<file path="src/rtl/bf_io_responder.sv">
// I/O responder for the core's req/ack bus: ',' reads pop an RX byte FIFO, '.' writes push a TX byte FIFO.
// Optional feature macro BF_IO_EOF_EN adds the rx_eof port so reads on an empty RX complete with EOF_VALUE.
module bf_io_responder #(
  parameter int         DEPTH_LOG2 = 4,
  parameter int         ACK_DELAY  = 0,
  parameter logic [7:0] EOF_VALUE  = 8'h00
) (
  input  logic                  clk,
  input  logic                  rst_n,
  input  logic                  io_req,
  input  logic                  io_dir,
  input  logic [7:0]            io_wdata,
  output logic                  io_ack,
  output logic [7:0]            io_rdata,
  input  logic                  rx_valid,
  input  logic [7:0]            rx_data,
  output logic                  rx_ready,
  output logic                  tx_valid,
  output logic [7:0]            tx_data,
  input  logic                  tx_ready,
`ifdef BF_IO_EOF_EN
  input  logic                  rx_eof,
`endif
  output logic [DEPTH_LOG2:0]   rx_level,
  output logic [DEPTH_LOG2:0]   tx_level
);

  localparam int                 DEPTH    = 1 << DEPTH_LOG2;
  localparam int                 LVL_W    = DEPTH_LOG2 + 1;
  localparam logic [LVL_W-1:0]   FULL_LVL = LVL_W'(DEPTH);
  localparam logic [3:0]         DLY_LAST = 4'((ACK_DELAY > 0) ? ACK_DELAY - 1 : 0);
  localparam logic               DIR_WRITE = 1'b1;

  typedef enum logic [1:0] {S_IDLE, S_DELAY, S_SERVE, S_ACK} state_t;

  state_t                  r_state, w_state_nxt;
  logic [3:0]              r_dly_cnt;
  logic                    w_rx_pop, w_tx_push, w_ack_set, w_ack_clr, w_eof;

  logic [7:0]              r_rx_mem [DEPTH];
  logic [DEPTH_LOG2-1:0]   r_rx_wr, r_rx_rd;
  logic [LVL_W-1:0]        r_rx_level;
  logic                    w_rx_push, w_rx_empty;

  logic [7:0]              r_tx_mem [DEPTH];
  logic [DEPTH_LOG2-1:0]   r_tx_wr, r_tx_rd;
  logic [LVL_W-1:0]        r_tx_level;
  logic                    w_tx_pop, w_tx_full;

`ifdef BF_IO_EOF_EN
  assign w_eof = rx_eof;
`else
  assign w_eof = 1'b0;
`endif

  assign rx_ready   = (r_rx_level != FULL_LVL);
  assign w_rx_empty = (r_rx_level == '0);
  assign w_rx_push  = rx_valid && rx_ready;
  assign tx_valid   = (r_tx_level != '0);
  assign w_tx_full  = (r_tx_level == FULL_LVL);
  assign w_tx_pop   = tx_valid && tx_ready;
  assign tx_data    = r_tx_mem[r_tx_rd];
  assign rx_level   = r_rx_level;
  assign tx_level   = r_tx_level;

  always_comb begin
    w_state_nxt = r_state;
    w_rx_pop    = 1'b0;
    w_tx_push   = 1'b0;
    w_ack_set   = 1'b0;
    w_ack_clr   = 1'b0;
    case (r_state)
      S_IDLE:  if (io_req) w_state_nxt = (ACK_DELAY > 0) ? S_DELAY : S_SERVE;
      S_DELAY: if (r_dly_cnt == DLY_LAST) w_state_nxt = S_SERVE;
      S_SERVE: begin
        if (io_dir == DIR_WRITE) begin
          if (!w_tx_full) begin
            w_tx_push   = 1'b1;
            w_ack_set   = 1'b1;
            w_state_nxt = S_ACK;
          end
        end else if (!w_rx_empty) begin
          w_rx_pop    = 1'b1;
          w_ack_set   = 1'b1;
          w_state_nxt = S_ACK;
        end else if (w_eof) begin
          w_ack_set   = 1'b1;
          w_state_nxt = S_ACK;
        end
      end
      S_ACK: begin
        if (!io_req) begin
          w_ack_clr   = 1'b1;
          w_state_nxt = S_IDLE;
        end
      end
      default: w_state_nxt = S_IDLE;
    endcase
  end

  always_ff @(posedge clk) begin
    if (!rst_n) begin
      r_state   <= S_IDLE;
      r_dly_cnt <= '0;
      io_ack    <= 1'b0;
      io_rdata  <= '0;
    end else begin
      r_state   <= w_state_nxt;
      r_dly_cnt <= (r_state == S_DELAY) ? r_dly_cnt + 4'd1 : 4'd0;
      if (w_ack_set)      io_ack <= 1'b1;
      else if (w_ack_clr) io_ack <= 1'b0;
      // A read that completes on an empty RX can only be the EOF case
      if (w_ack_set && io_dir != DIR_WRITE)
        io_rdata <= w_rx_empty ? EOF_VALUE : r_rx_mem[r_rx_rd];
    end
  end

  always_ff @(posedge clk) begin
    if (w_rx_push) r_rx_mem[r_rx_wr] <= rx_data;
    if (w_tx_push) r_tx_mem[r_tx_wr] <= io_wdata;
  end

  always_ff @(posedge clk) begin
    if (!rst_n) begin
      r_rx_wr    <= '0;
      r_rx_rd    <= '0;
      r_rx_level <= '0;
      r_tx_wr    <= '0;
      r_tx_rd    <= '0;
      r_tx_level <= '0;
    end else begin
      if (w_rx_push) r_rx_wr <= r_rx_wr + 1'b1;
      if (w_rx_pop)  r_rx_rd <= r_rx_rd + 1'b1;
      r_rx_level <= r_rx_level + LVL_W'(w_rx_push) - LVL_W'(w_rx_pop);
      if (w_tx_push) r_tx_wr <= r_tx_wr + 1'b1;
      if (w_tx_pop)  r_tx_rd <= r_tx_rd + 1'b1;
      r_tx_level <= r_tx_level + LVL_W'(w_tx_push) - LVL_W'(w_tx_pop);
    end
  end

endmodule

</file>
<file path="config.mk">
export PLATFORM = sky130hd
export DESIGN_NAME = bf_io_responder
export DESIGN_NICKNAME = d
export VERILOG_FILES = /design/src/rtl/bf_io_responder.sv
export SDC_FILE = /design/constraint.sdc
export NUM_CORES = 1
export LEC_CHECK = 0
export CAP_MARGIN = 15
export CORE_ASPECT_RATIO = 0.75
export CORE_UTILIZATION = 55
export DETAILED_ROUTE_END_ITERATION = 7
export GPL_TIMING_DRIVEN = 0
export PLACE_DENSITY_LB_ADDON = 0.3
export SYNTH_ARGS = -nofsm -noshare
export SYNTH_HDL_FRONTEND = slang
export SYNTH_SLANG_ARGS = --single-unit
</file>
<file path="constraint.sdc">
create_clock -name clk -period 3.5 [get_ports clk]
set_clock_uncertainty 0.1 [all_clocks]
set_input_delay 0.7 -clock clk [delete_from_list [all_inputs] [get_ports clk]]
set_output_delay 0.7 -clock clk [all_outputs]
set_load 0.01 [all_outputs]
</file>
======== Yosys cells after proc, flatten, opt, wreduce, memory -nomap -nowiden ========
Memory sizes are Yosys's and may differ from the RTL's. A register that Yosys moved wholly into a read port is not among the register bits.
Cells that the tools add are included.
word-level totals
  memories ................................ 2
  input port bits ......................... 22
  word-level logic and storage cells ...... 67
  bits in writable memories ............... 256
  flip-flop bits (word level) ............. 33
  output and inout bits ................... 29
memory list
  memory    depth  bits a word  rd ports  clocked after memory_dff  wr ports  line  source
  r_rx_mem  16     8            1         1                         1         40    logic [7:0] r_rx_mem [DEPTH];
  r_tx_mem  16     8            1         1                         1         45    logic [7:0] r_tx_mem [DEPTH];
cells by class
  add/sub/neg operators ................... 9
  equal/unequal tests ..................... 10
  reduce and logical (&&, ||, !) cells .... 11
  muxes and demuxes ....................... 25
  bitwise operators ....................... 1
operators by type and width
  operator               number
  $add A4 B1 Y4 const B  5
  $mux W1                16
  $mux W2                6
  $add A5 B1 Y5          2
  $sub A5 B1 Y5          2
  $mux W4                2
  $pmux W2 S4            1
  $ne A2 B2 Y1 const B   3
  $ne A3 B3 Y1 const B   2
  $eq A5 B5 Y1 const B   1
  $logic_not A5 Y1       1
  $ne A5 B5 Y1 const B   1
  $reduce_and A5 Y1      1
  $reduce_bool A5 Y1     1
  $eq A2 B2 Y1 const B   2
  $logic_not A4 Y1       1
  $logic_and A1 B1 Y1    3
  $eq A2 B1 Y1 const B   1
  $logic_not A2 Y1       1
  $reduce_and A2 Y1      1
  $reduce_bool A2 Y1     1
  $logic_not A1 Y1       1
  $not A1 Y1             1

======== Logic depth before layout (Yosys ltp) ========
  depth after elaboration ................. 6
  depth in mapped cells ................... 15
  gate-level depth less buffers ........... 14

======== Least setup slack after synthesis ========
OpenSTA, ideal clock, no wires.
  kind .................................... register to register
  from .................................... register r_rx_level[2] (netlist: rx_level[2])
  to ...................................... register r_rx_level[4] (netlist: rx_level[4])
  period minus slack after synthesis ...... 3019 ps
  cell stages (with the launch flop) ...... 15
  path buffers ............................ 1
  required time ........................... 3284 ps
  library setup time ...................... 116 ps
  setup slack ............................. 481 ps
  data arrival time ....................... 2803 ps
  cells stage by stage .................... dfxtp_1 inv_1 ha_1 nand4bb_1 and2_1 clkbuf_1 inv_1 ha_1 inv_1 ha_1 fa_1 a21oi_1 nor2_1 or3_1 and3_1
between the ends
  elaborated cells on any way between the ends .. 8
  those cells by class .................... add/sub: 2; eq/ne: 1; mux: 3; reduce/logical: 2
RTL lines
  element                 line  source
  from (decl)             42    logic [LVL_W-1:0] r_rx_level;
  from (signal assigned)  134   r_rx_level <= r_rx_level + LVL_W'(w_rx_push) - LVL_W'(w_rx_pop);
  $ne A5 B5 Y1            56    assign rx_ready = (r_rx_level != FULL_LVL);
  net rx_ready            17    output logic rx_ready,
  $logic_and A1 B1 Y1     58    assign w_rx_push = rx_valid && rx_ready;
  $add A5 B1 Y5           134
  $sub A5 B1 Y5           134
The timed path passes the listed nets, and every way through them passes these cells.
A chain may end at the register's enable or synchronous reset.

==> impl_results.html <==
<table>
<tr><th>Metric</th><th>Value</th></tr>
<tr><th colspan="2">Status</th></tr>
<tr><td>Run status</td><td>finished, final reports clean</td></tr>
<tr><th colspan="2">Final layout</th></tr>
<tr><td>Number of nets in the final layout</td><td>775</td></tr>
<tr><td>Count of filler cells inserted in the layout</td><td>1452</td></tr>
<tr><td>Final cell count without fillers</td><td>1038</td></tr>
<tr><td>Relative area change from synthesis to final layout</td><td>14.4%</td></tr>
<tr><td>Antenna diode count</td><td>0</td></tr>
<tr><td>Share of layout cells above drive strength 1</td><td>15.6%</td></tr>
<tr><td>Post-route standard cell area excluding fillers</td><td>13800 um2</td></tr>
<tr><th colspan="2">GRT</th></tr>
<tr><td>GR Layer Usage met3</td><td>4.57%</td></tr>
<tr><td>Overflow after GRT</td><td>0</td></tr>
<tr><td>Number of global-route vias before repair</td><td>6263</td></tr>
<tr><td>Global Route Usage Sum</td><td>21.9%</td></tr>
<tr><td>Global-route met1 utilization</td><td>32.7%</td></tr>
<tr><td>Most utilized layer in the global route result</td><td>met2</td></tr>
<tr><td>Antenna violations before repair</td><td>0</td></tr>
<tr><td>Wire length of the first global-routing pass</td><td>36.7 mm</td></tr>
<tr><td>Largest net degree at the start of global routing</td><td>17</td></tr>
<tr><td>Met2 Usage GRT</td><td>33.9%</td></tr>
<tr><th colspan="2">Run</th></tr>
<tr><td># Max-Cap Violations</td><td>0</td></tr>
<tr><th colspan="2">Worst setup path</th></tr>
<tr><td>Kind of cell with the highest combined delay on the critical path</td><td>multiplexers</td></tr>
<tr><td>Critical register-to-register path startpoint</td><td>rx_level[2]$_SDFF_PN0_</td></tr>
<tr><td>Worst-path maximum fanout</td><td>10</td></tr>
<tr><td>CP startpoint kind</td><td>register</td></tr>
<tr><td>Cells along the critical path</td><td>buf_6, buf_8, mux4_1, mux4_2, dlygate4sd2_1</td></tr>
<tr><td>Critical path class</td><td>register to output pin</td></tr>
<tr><td>Data arrival time of the critical path</td><td>2.60 ns</td></tr>
<tr><td>CP Buf/Inv Count</td><td>3</td></tr>
<tr><td>Max incr delay on CP</td><td>0.60 ns</td></tr>
<tr><td>CP Capture Type</td><td>output pin</td></tr>
<tr><td>Worst path required time</td><td>2.70 ns</td></tr>
<tr><td>Cell at the slowest stage of the critical path</td><td>sky130_fd_sc_hd__mux4_1</td></tr>
<tr><th colspan="2">Routing</th></tr>
<tr><td>Residual DRC count</td><td>0</td></tr>
<tr><td>Average routed wire per standard cell</td><td>23.1 um</td></tr>
<tr><td>Drt pass-1 iters</td><td>7</td></tr>
<tr><td>Number of vias in the routed layout</td><td>6151</td></tr>
<tr><td>DRC violation total after the first TritonRoute iteration</td><td>630</td></tr>
<tr><td>Via density per instance</td><td>5.93</td></tr>
<tr><td>Final wirelength</td><td>24.0 mm</td></tr>
<tr><td>Antenna viol nets, final</td><td>0</td></tr>
<tr><th colspan="2">Placed design</th></tr>
<tr><td>Total of buffers placed on input and output ports</td><td>50</td></tr>
<tr><td>Final weighted congestion of routability-driven global placement</td><td>0.816</td></tr>
<tr><td>Total cell area at the placement stage</td><td>12900 um2</td></tr>
<tr><td>Detailed placer's ending HPWL</td><td>15.9 mm</td></tr>
<tr><td>Post-placement worst setup slack</td><td>-0.331 ns</td></tr>
<tr><td>Placed cell count</td><td>985</td></tr>
<tr><th colspan="2">Floorplanning</th></tr>
<tr><td>Die width</td><td>173 um</td></tr>
<tr><td>Area of the die</td><td>22500 um2</td></tr>
<tr><td># IOs</td><td>51</td></tr>
<tr><td>Die H</td><td>130 um</td></tr>
<tr><td>Number of core rows</td><td>46</td></tr>
<tr><td>Initial core utilization</td><td>56.4%</td></tr>
<tr><td>Core outline area</td><td>21300 um2</td></tr>
<tr><th colspan="2">Clock network</th></tr>
<tr><td>CTS Sinks</td><td>301</td></tr>
<tr><td>TritonCTS clock tree</td><td>built</td></tr>
<tr><td>Maximum number of buffers from clock root to sink</td><td>3</td></tr>
<tr><td>Number of buffers created by CTS</td><td>29</td></tr>
<tr><td>CTS Root Cell</td><td>sky130_fd_sc_hd__clkbuf_16</td></tr>
<tr><td>CTS H-tree depth</td><td>1</td></tr>
<tr><td>Source-to-sink clock delay at the later pin of the worst-skew pair</td><td>0.53 ns</td></tr>
<tr><td>Clock slew seen by the registers of the worst setup and hold paths</td><td>0.06 ns</td></tr>
<tr><td>Post-CTS setup buffers</td><td>0</td></tr>
<tr><th colspan="2">Timing</th></tr>
<tr><td># setup viols final</td><td>0</td></tr>
<tr><td>Final setup margin</td><td>0.0990 ns</td></tr>
<tr><td>Max Clk Rate</td><td>294 MHz</td></tr>
<tr><td>Final cycle utilization of the critical path</td><td>97.2%</td></tr>
<tr><td>Fin crit period</td><td>3.40 ns</td></tr>
<tr><td>Unrepaired setup endpoints after global routing</td><td>no</td></tr>
<tr><td>Worst-Margin Slew</td><td>1.01 ns</td></tr>
<tr><td>Total Neg Setup Slack</td><td>0 ns</td></tr>
<tr><td>Final hold violation count</td><td>0</td></tr>
<tr><td>Worst slew margin</td><td>32.5%</td></tr>
<tr><td>Max-slew violation count</td><td>0</td></tr>
<tr><th colspan="2">Pwr</th></tr>
<tr><td>Leakage power</td><td>4.49 nW</td></tr>
<tr><td>Comb power frac</td><td>19.4%</td></tr>
<tr><td>Power Internal</td><td>6.54 mW</td></tr>
<tr><td>Largest vdd supply drop</td><td>461 uV</td></tr>
<tr><td>Switching power as a share of total power</td><td>25.5%</td></tr>
<tr><td>Clock Power Share</td><td>32.9%</td></tr>
<tr><td>Portion of total power attributed to sequential cells</td><td>47.6%</td></tr>
<tr><td>Pwr/cell area</td><td>638 nW/um2</td></tr>
<tr><td>Switching power summed over all nets</td><td>2.23 mW</td></tr>
<tr><th colspan="2">Worst hold path</th></tr>
<tr><td>Launch instance of the worst min-delay path</td><td>r_dly_cnt[0]$_SDFF_PN0_</td></tr>
<tr><td>Worst hold path type</td><td>register to register</td></tr>
<tr><th colspan="2">Synth</th></tr>
<tr><td>#FFs+latches synth</td><td>301</td></tr>
<tr><td>Post-Synthesis Mean Instance Area</td><td>18.8 um2</td></tr>
<tr><td>Share of synthesized flip-flops with an asynchronous set or reset</td><td>0%</td></tr>
<tr><td>Fraction of the yosys area taken by sequential cells</td><td>71.5%</td></tr>
<tr><td>Synthesized area</td><td>12000 um2</td></tr>
<tr><td>Top_reg_cell synth</td><td>sky130_fd_sc_hd__edfxtp_1</td></tr>
<tr><td>Number of synthesized flops with an enable pin</td><td>256</td></tr>
<tr><td>Distinct cells, synth</td><td>37</td></tr>
<tr><td>Synth Net Count</td><td>687</td></tr>
<tr><td>Yosys warning count</td><td>0</td></tr>
<tr><td>Gate count of the mapped netlist</td><td>639</td></tr>
</table>
==> worst reg2reg max path: cells and delay by family (launching register included) <==
family	cells	cell delay, ns
flops	1	0.33
simple gates	5	1.27
buf+inv	3	0.25
compound gates	1	0.15
fa+ha+maj	4	1.07
==> placed cells by master (no fill, tap or decap), types with 4 or more instances in the layout <==
master                            netlist  routed
sky130_fd_sc_hd__ha_1                  24      24
sky130_fd_sc_hd__clkbuf_1              18      27
sky130_fd_sc_hd__nor2_1                45      45
sky130_fd_sc_hd__dfxtp_1               45      45
sky130_fd_sc_hd__clkinv_1               0       5
sky130_fd_sc_hd__and3_1                 6       6
sky130_fd_sc_hd__xor2_1                 8       8
sky130_fd_sc_hd__inv_1                 25      25
sky130_fd_sc_hd__mux2i_1               17      17
sky130_fd_sc_hd__edfxtp_1             256     256
sky130_fd_sc_hd__nor3_1                 9       9
sky130_fd_sc_hd__nand2_1               20      20
sky130_fd_sc_hd__clkbuf_16              0      29
sky130_fd_sc_hd__buf_4                  2       4
sky130_fd_sc_hd__a21oi_1                8       8
sky130_fd_sc_hd__nand3_1               19      19
sky130_fd_sc_hd__dlygate4sd2_1          0       8
sky130_fd_sc_hd__mux4_2                48      57
sky130_fd_sc_hd__nand2b_1               5       5
sky130_fd_sc_hd__mux4_1                24      15
sky130_fd_sc_hd__clkdlybuf4s50_1        0      42
sky130_fd_sc_hd__xnor2_1               12      12
sky130_fd_sc_hd__o221ai_1               8       8
sky130_fd_sc_hd__and2_1                 8       8
sky130_fd_sc_hd__buf_2                  5      12
sky130_fd_sc_hd__clkinv_2               0       4
==> final timing paths <==
kind,slack (ns),cells past startpoint,end
setup / recovery,0.1,5,tx_data[1]
hold / removal,0.38,1,r_dly_cnt[0]$_SDFF_PN0_
setup reg to reg,0.23,13,rx_level[4]$_SDFF_PN0_
hold reg to reg,0.38,1,r_dly_cnt[0]$_SDFF_PN0_
==> cell type report <==
type | instances | area [um2] | area share, %
sequential | 301 | 8590 | 62.5
multi-input combinational | 281 | 3120 | 22.7
clock buffer | 41 | 771 | 5.60
timing repair buffer | 58 | 533 | 3.88
tap | 288 | 360 | 2.62
buffer | 31 | 188 | 1.36
clock inverter | 13 | 95.1 | 0.691
inverter | 25 | 93.8 | 0.682
==> state kept, by name (all words and copies together) (netlist names), named ones only <==
name,cells
tx_level,5
io_rdata,8
r_rx_rd,4
r_state,2
r_rx_wr,4
r_rx_mem,128
rx_level,5
r_tx_wr,4
r_tx_mem,128
r_tx_rd,4
io_ack,1
r_dly_cnt,4
==> logic make-up after synthesis <==
kind of cell | after synthesis | share of synthesized area [%]
compound gates | 23 | 1.30
buf+inv | 57 | 2.28
flops | 301 | 71.5
fa+ha+maj | 26 | 2.83
mux | 89 | 15.7
xor+xnor | 20 | 1.46
simple gates | 123 | 5.02
==> stage by stage <==
| stage | power [mW] | hold slack (ns) | util [%] |
|---|---|---|---|
| after floorplan | 5.33 | 0.330 | - |
| after global placement | 5.88 | 0.336 | 60.5 |
| after detailed placement | 5.95 | 0.363 | 60.7 |
| after CTS | 8.82 | 0.380 | 64.6 |
| after global routing | 9.12 | 0.408 | 64.6 |
| final | 8.77 | 0.376 | 64.6 |
==> cell usage after synthesis (5+ instances only) <==
library cell               count  share of area (%)
sky130_fd_sc_hd__edfxtp_1    256                 64
sky130_fd_sc_hd__mux4_2       48                9.0
sky130_fd_sc_hd__dfxtp_1      45                7.5
sky130_fd_sc_hd__nor2_1       45                1.4
sky130_fd_sc_hd__inv_1        25               0.78
sky130_fd_sc_hd__ha_1         24                2.5
sky130_fd_sc_hd__mux4_1       24                5.2
sky130_fd_sc_hd__nand2_1      20               0.62
sky130_fd_sc_hd__nand3_1      19               0.79
sky130_fd_sc_hd__clkbuf_1     18               0.56
sky130_fd_sc_hd__mux2i_1      17                1.4
sky130_fd_sc_hd__xnor2_1      12               0.87
sky130_fd_sc_hd__nor3_1        9               0.37
sky130_fd_sc_hd__a21oi_1       8               0.33
sky130_fd_sc_hd__and2_1        8               0.42
sky130_fd_sc_hd__o221ai_1      8               0.58
sky130_fd_sc_hd__xor2_1        8               0.58
sky130_fd_sc_hd__and3_1        6               0.31
sky130_fd_sc_hd__buf_2         5               0.21
sky130_fd_sc_hd__nand2b_1      5               0.26
==> metal layers <==
metal	vias up	share of wire, %
met5	-	0
met4	0	1.2
met3	23	7.8
met2	263	45
met1	3164	46
li1	2701	-
==> power by group through the flow <==
stage	registers [mW]	clock network, mW	logic (mW)
5_1_grt	4.20	3.07	1.85
4_1_cts	4.18	2.93	1.71
3_5_place_dp	4.25	0	1.70
3_3_place_gp	4.24	0	1.64
6_report	4.18	2.89	1.71
2_1_floorplan	4.25	0	1.09
==> what timing repair did <==
action                                  CTS  global route
gates resized for setup                  23             0
endpoints found under the setup margin    8             1
hold endpoints to repair                  0             0
hold buffers                              0             0
Note: power is estimated with default switching activity, not from simulation.
